===== config.mk =====
export PLATFORM = sky130hd
export DESIGN_NAME = mmc1_mapper_sync
export DESIGN_NICKNAME = d
export VERILOG_FILES = /design/src/rtl/mmc1_pkg.sv /design/src/rtl/mmc1_serial_loader.sv /design/src/rtl/mmc1_mapper_sync.sv
export SDC_FILE = /design/constraint.sdc
export NUM_CORES = 1
export LEC_CHECK = 0
export ABC_AREA = 1
export BUFFER_PORTS_ARGS = -buffer_cell sky130_fd_sc_hd__buf_2
export CAP_MARGIN = 20
export CELL_PAD_IN_SITES_DETAIL_PLACEMENT = 1
export CELL_PAD_IN_SITES_GLOBAL_PLACEMENT = 1
export CORE_ASPECT_RATIO = 1.2
export CORE_MARGIN = 1.5
export CORE_UTILIZATION = 40
export DETAILED_ROUTE_END_ITERATION = 7
export MAX_ROUTING_LAYER = met4
export PLACE_DENSITY_LB_ADDON = 0.1
export SYNTH_ARGS = -nofsm -noshare
export SYNTH_HDL_FRONTEND = slang
export SYNTH_HIERARCHICAL = 1
export SYNTH_SLANG_ARGS = --single-unit

===== constraint.sdc =====
create_clock -name ck -period 3.7 [get_ports ck]
set_input_delay 0.37 -clock ck [delete_from_list [all_inputs] [get_ports ck]]
set_output_delay 0.37 -clock ck [all_outputs]
set_load 0.005 [all_outputs]

===== src/rtl/mmc1_pkg.sv =====
// mmc1_pkg: shared encodings and constants for the synchronous MMC1 mapper
package mmc1_pkg;
  typedef enum logic [1:0] {SEL_CTRL, SEL_CHR0, SEL_CHR1, SEL_PRG} reg_sel_e;
  typedef enum logic [1:0] {MIR_ONE_LO, MIR_ONE_HI, MIR_VERT, MIR_HORZ} mirror_e;
  typedef enum logic [1:0] {PRG_32K_A, PRG_32K_B, PRG_FIX_FIRST, PRG_FIX_LAST} prg_mode_e;
  localparam logic [4:0] CTRL_RESET = 5'h0C;
  localparam int SHIFT_LEN = 5;
  localparam logic [2:0] LAST_BIT = 3'(SHIFT_LEN - 1);
endpackage


===== src/rtl/mmc1_serial_loader.sv =====
// mmc1_serial_loader: consecutive-write filter, 5-bit serial shift and commit pulse
module mmc1_serial_loader
  import mmc1_pkg::*;
(
  input  logic       ck,
  input  logic       res,
  input  logic       cyc_ce,
  input  logic       wr_stb,
  input  logic [1:0] wr_sel,
  input  logic       wr_d7,
  input  logic       wr_d0,
  output logic       commit,
  output reg_sel_e   commit_sel,
  output logic [4:0] commit_val,
  output logic       d7_reset
);
  logic       last_wr_q, last_wr_d, acc;
  logic [3:0] sr_q, sr_d;
  logic [2:0] cnt_q, cnt_d;
  always_comb begin
    acc        = cyc_ce & wr_stb & !last_wr_q;
    last_wr_d  = cyc_ce ? wr_stb : last_wr_q;
    d7_reset   = acc & wr_d7;
    commit     = acc & !wr_d7 & (cnt_q == LAST_BIT);
    commit_sel = reg_sel_e'(wr_sel);
    commit_val = {wr_d0, sr_q};
    sr_d       = (d7_reset | commit) ? 4'd0 : acc ? {wr_d0, sr_q[3:1]} : sr_q;
    cnt_d      = (d7_reset | commit) ? 3'd0 : acc ? cnt_q + 3'd1 : cnt_q;
  end
  always_ff @(posedge ck) begin
    if (res) begin
      last_wr_q <= 1'b0;
      sr_q      <= 4'd0;
      cnt_q     <= 3'd0;
    end else begin
      last_wr_q <= last_wr_d;
      sr_q      <= sr_d;
      cnt_q     <= cnt_d;
    end
  end
endmodule


===== src/rtl/mmc1_mapper_sync.sv =====
// mmc1_mapper_sync: MMC1-style register file and combinational PRG/CHR/CIRAM bank decode
module mmc1_mapper_sync
  import mmc1_pkg::*;
#(
  parameter int PRG_BANK_W = 4,
  parameter int CHR_BANK_W = 5
) (
  input  logic                  ck,
  input  logic                  res,
  input  logic                  cyc_ce,
  input  logic                  wr_stb,
  input  logic [1:0]            wr_sel,
  input  logic [7:0]            wr_d,
  input  logic                  cpu_a14,
  input  logic [2:0]            ppu_a,
  output logic [PRG_BANK_W-1:0] prg_bank,
  output logic [CHR_BANK_W-1:0] chr_bank,
  output logic                  ciram_a10,
  output logic                  prg_ram_en
);
  logic       commit, d7_reset;
  reg_sel_e   commit_sel;
  logic [4:0] commit_val;
  logic [4:0] ctrl_q, ctrl_d, chr0_q, chr0_d, chr1_q, chr1_d, prg_q, prg_d, chr_full;
  logic [3:0] p, prg_lo;
  mirror_e    mir;
  prg_mode_e  pm;
  mmc1_serial_loader u_loader (
    .ck(ck), .res(res), .cyc_ce(cyc_ce), .wr_stb(wr_stb), .wr_sel(wr_sel),
    .wr_d7(wr_d[7]), .wr_d0(wr_d[0]), .commit(commit), .commit_sel(commit_sel),
    .commit_val(commit_val), .d7_reset(d7_reset)
  );
  always_comb begin
    ctrl_d = d7_reset ? (ctrl_q | 5'h0C) : (commit && commit_sel == SEL_CTRL) ? commit_val : ctrl_q;
    chr0_d = (commit && commit_sel == SEL_CHR0) ? commit_val : chr0_q;
    chr1_d = (commit && commit_sel == SEL_CHR1) ? commit_val : chr1_q;
    prg_d  = (commit && commit_sel == SEL_PRG) ? commit_val : prg_q;
    mir    = mirror_e'(ctrl_q[1:0]);
    pm     = prg_mode_e'(ctrl_q[3:2]);
    p      = prg_q[3:0];
    ciram_a10 = mir == MIR_VERT ? ppu_a[0] : mir == MIR_HORZ ? ppu_a[1] : ctrl_q[0];
    prg_lo = pm == PRG_FIX_FIRST ? (cpu_a14 ? p : 4'h0) :
             pm == PRG_FIX_LAST  ? (cpu_a14 ? 4'hF : p) : {p[3:1], cpu_a14};
    chr_full = ctrl_q[4] ? (ppu_a[2] ? chr1_q : chr0_q) : {chr0_q[4:1], ppu_a[2]};
    chr_bank   = chr_full[CHR_BANK_W-1:0];
    prg_ram_en = !prg_q[4];
  end
  // The outer 256 KiB select rides on chr0[4] only in the 5-bit PRG build
  if (PRG_BANK_W == 5) begin : g_outer
    assign prg_bank = {chr0_q[4], prg_lo};
  end else begin : g_plain
    assign prg_bank = prg_lo;
  end
  always_ff @(posedge ck) begin
    if (res) begin
      ctrl_q <= CTRL_RESET;
      chr0_q <= 5'd0;
      chr1_q <= 5'd0;
      prg_q  <= 5'd0;
    end else begin
      ctrl_q <= ctrl_d;
      chr0_q <= chr0_d;
      chr1_q <= chr1_d;
      prg_q  <= prg_d;
    end
  end
endmodule


* After elaboration in Yosys (flattened, before gate mapping)
Index checks and enable logic that the tools add are counted.
Storage, ports and cells: register bits after elaboration 28, bits in latches 0, memory bits (writable) 0, bits in read-only memories 0, word-level logic and storage cells 43, output and inout port bits 11, input bits 18, memories 0
Operators by class: $add $sub $neg 1, reduce and logical (&&, ||, !) cells 11, multipliers 0, eq/ne operators 8, bitwise operators 7, shift-type cells 0, divide/modulo/power cells 0, muxes and demuxes 8, magnitude comparators 0
Operators with widths (count):
- 4-bit two-way mux | 4
- 2-bit == test (second input constant) | 6
- 5-bit two-way mux | 2
- 1-bit AND | 5
- 1-bit logical AND | 4
- 2-bit OR reduction | 2
- 3-bit by 1-bit adder with 3-bit output (second input constant) | 1
- 3-bit == test (second input constant) | 1
- 1-bit logical NOT | 3
- 2-bit by 1-bit == test with 1-bit output (second input constant) | 1
- 2-bit logical NOT | 1
- 1-bit two-way mux | 2
- 2-bit AND reduction | 1
- 1-bit NOT | 1
- 1-bit bitwise OR | 1

* Logic depth before layout (Yosys ltp)
word-level depth 6, mapped depth 9

* Hierarchy
The synthesis kept the hierarchy.
By module, submodules not included:
- mmc1_mapper_sync | cells an instance 162, area an instance 1033.5 µm², times used 1, sequential area each 400.4 µm²
- mmc1_serial_loader | cells an instance 65, area an instance 450.4 µm², times used 1, sequential area each 160.2 µm²

* Worst setup path before layout
OpenSTA, ideal clock, no wires.
path type register -> register, start reg u_loader.last_wr_q, end reg chr1_q[1], data arrival time 1602 ps, stages on the path, launching flop included 7, setup time 114 ps, required time 3586 ps, slack 1983 ps, period minus slack after synthesis 1717 ps, cell sequence dfxtp_1 inv_2 nand3_1 nor3_1 nand3_2 nor2_1 nor2_1
On the way: cells in the longest elaborated chain, start to end 5
Ends and longest elaborated chain:
- start, declared | line mmc1_serial_loader.sv:17 | logic last_wr_q, last_wr_d, acc;
- start signal, assigned | line mmc1_serial_loader.sv:36 | last_wr_q <= last_wr_d;
- 1-bit logical NOT | line mmc1_serial_loader.sv:21 | acc = cyc_ce & wr_stb & !last_wr_q;
- 1-bit AND | line mmc1_serial_loader.sv:21
- 1-bit AND (2 in series) | line mmc1_serial_loader.sv:24 | commit = acc & !wr_d7 & (cnt_q == LAST_BIT);
- named net commit | line mmc1_mapper_sync.sv:21 | logic commit, d7_reset;
- 1-bit logical AND | line mmc1_mapper_sync.sv:36 | chr1_d = (commit && commit_sel == SEL_CHR1) ? commit_val : chr1_q;
- end signal, assigned | line mmc1_mapper_sync.sv:63 | chr1_q <= chr1_d;
- end, declared | line mmc1_mapper_sync.sv:24 | logic [4:0] ctrl_q, ctrl_d, chr0_q, chr0_d, chr1_q, chr1_d, prg_q, prg_d, chr_full;
The timed path passes the listed nets, and every way through them passes these cells. A chain may end at the register's enable or synchronous reset.

* Worst setup path in the final report
Same ends and word-level chain as after synthesis.

==> results_dict.tcl <==
set metrics [dict create \
    grt_busiest_layer "met2" \
    maxCapViolCount 0 \
    report.final.slew_viol_count 0 \
    dpl_worst_slack_ns 1.90 \
    crit_type "reg2reg" \
    grt_usage 0.185 \
    dpl.hpwl_um 2440 \
    reg2reg_depth 8 \
    arrival_ns 1.92 \
    worstMarginPinSlew_ns 0.398 \
    report.final.hold_viol_count 0 \
    yosysWarnings 6 \
    crit_fanout 14 \
    rsz0062_at_grt "false" \
    post_cts_buffers 0 \
    firstDrtPassIters 4 \
    power-per-cell-area_nw_per_um2 331 \
    ys_seq_area_frac 0.378 \
    hold_path_depth 2 \
    grt_antenna_before_repair 0 \
    clock-root-buffer "clkbuf_8" \
    fin_nets 267 \
    dieArea_um2 4090 \
    layout_commonest_cell "nand2_1" \
    syn_to_final_growth_pct 10.9 \
    status "complete, no violations" \
    wirelength_um 3250 \
    start_kind "flop" \
    hold_buffers 0 \
    syn_area_per_cell_um2 6.54 \
    slew_headroom 0.735 \
    setup_viol_count_final 0 \
    max_freq_mhz 589 \
    drc 0 \
    r2r_slack_ns 2.00 \
    cts-htree-levels 1 \
    grt_pass1_wl_um 5780 \
    gr-usage-met2 0.335 \
    layout.cells.non_filler 285 \
    place_inst 281 \
    core-area_um2 3600 \
    clk_latency_ns 0.28 \
    wl_per_cell_um 11.4 \
    n_antenna_cell 0 \
    cts_sinks 28 \
    min_from "res" \
    ant_nets 0 \
    cp.required_ns 3.92 \
    cts-buffers-inserted 3 \
    ys_types 24 \
    gp_congestion 0.721 \
    mostFrequentLayoutCells "nand2_1 (73), inv_1 (43), dfxtp_1 (28)" \
    irDropWorstVdd_mv 0.152 \
    num_rows 24 \
    n_fill_cell 503 \
    min_period_ns 1.70 \
    synth_nets 247 \
    met1_usage 0.203 \
    cts_buffer_depth 2 \
    path_clk_slew_ns 0.10 \
    die_w_um 58.6 \
    pin_count 29 \
    multi_input_area_um2 698 \
    portBuffers 22 \
    fin_skew_ns 0.00369 \
    worstReg2RegStart "u_loader/last_wr_q" \
    r2r_end "chr1_q[1]" \
    holdPathEnd "chr1_q[0]" \
    synth-seq-cells 28 \
    grt_max_degree 16 \
    drt_iter0_markers 25 \
    grt_overflow_total 0 \
    via_count 1351 \
    cp-startpoint "u_loader/last_wr_q" \
    hp-class "in2reg" \
    fin_ws_ns 2.00 \
    final_cell_area_um2 1650 \
    register_area_um2 561 \
    cp-end-kind "flop" \
    drive_above_1_share 0.171 \
    synth_area_um2 1480 \
    power_uw 545 \
    fin_crit_sh 0.459 \
    place_area_um2 1590 \
    finalSetupTns_ns 0 \
    leakage_nw 0.853 \
    start_util 0.412 \
    grt_pass1_vias 1342 \
    met3_usage 0.0392 \
    cts_resized 0 \
    drt-vias-per-instance 4.74 \
    cts_tree "done" \
    syn_inst 227 \
    die_h_um 69.7 \
]
[cells by family (layout without fill, tap and decap cells)]
family / Yosys count / count (layout) / synth area share
and+or+nand+nor: 128 / 128 / 0.390
DFF: 28 / 28 / 0.378
buffers and inverters: 52 / 71 / 0.152
AOI/OAI and AO/OA: 17 / 17 / 0.0632
adders and majority gates: 2 / 2 / 0.0169
[worst max-delay path by stage]
stage / end / cells after the start
final: chr1_q[1] / 8
after CTS: chr1_q[1] / 8
after global routing: chr1_q[2] / 8
after floorplan: chr1_q[1] / 6
after global placement: chr1_q[1] / 8
after detailed placement: chr1_q[3] / 7
[layout make-up]
type / count / share of cell area
multi-input combinational: 147 / 0.424
sequential: 28 / 0.341
inverter: 44 / 0.100
timing repair buffer: 23 / 0.0715
clock buffer: 4 / 0.0335
tap: 39 / 0.0297
[layer usage]
layer | up-vias | routed length, um
li1 | 716 | -
met3 | 4 | 66
met5 | - | 0
met1 | 617 | 1480
met2 | 14 | 1680
met4 | 0 | 23
[state kept, by name, summed over array words and instances (netlist names)]
signal and cells:
chr0_q 5, u_loader/last_wr_q 1, ctrl_q 5, u_loader/sr_q 4, prg_q 5, chr1_q 5
u_loader/cnt_q 3
[cell usage after synthesis]
cell / instances / area (um^2)
nor2_1: 26 / 97.6
nand2_2: 1 / 6.26
ha_1: 2 / 25.0
buf_2: 2 / 10.0
nor2_4: 2 / 22.5
nand3_2: 2 / 20.0
o21a_1: 1 / 7.51
nor3_1: 1 / 5.00
inv_2: 1 / 3.75
o21ai_2: 1 / 8.76
a21oi_1: 6 / 30.0
clkbuf_2: 1 / 5.00
dfxtp_1: 28 / 561
nand3_4: 1 / 17.5
o21bai_1: 1 / 7.51
nand2_1: 73 / 274
inv_1: 43 / 161
nor2_2: 6 / 37.5
buf_6: 2 / 22.5
nand4_1: 10 / 62.6
nand3_1: 5 / 25.0
o21ai_0: 8 / 40.0
nand2_4: 1 / 11.3
buf_4: 3 / 22.5
[through the flow]
step,hold WS (ns),utilization
finish,0.393,0.457
floorplan,0.438,-
CTS,0.395,0.457
global placement,0.452,0.441
detailed placement,0.458,0.441
global route,0.397,0.457
[report_power, final]
| group | internal, mW | switching [mW] |
|---|---|---|
| Combinational | 0.0150 | 0.0296 |
| Sequential | 0.303 | 0.00255 |
| Clock | 0.0955 | 0.0992 |
[worst max-delay path: stages, from the launching register on]
cell,delay [ns]
dfxtp_1,0.36
inv_2,0.07
nand3_1,0.24
nor3_1,0.23
buf_4,0.25
nand3_2,0.22
nand2_1,0.12
nand2_1,0.05
nor2_1,0.10
No activity file was read; power rests on OpenSTA's default activity.
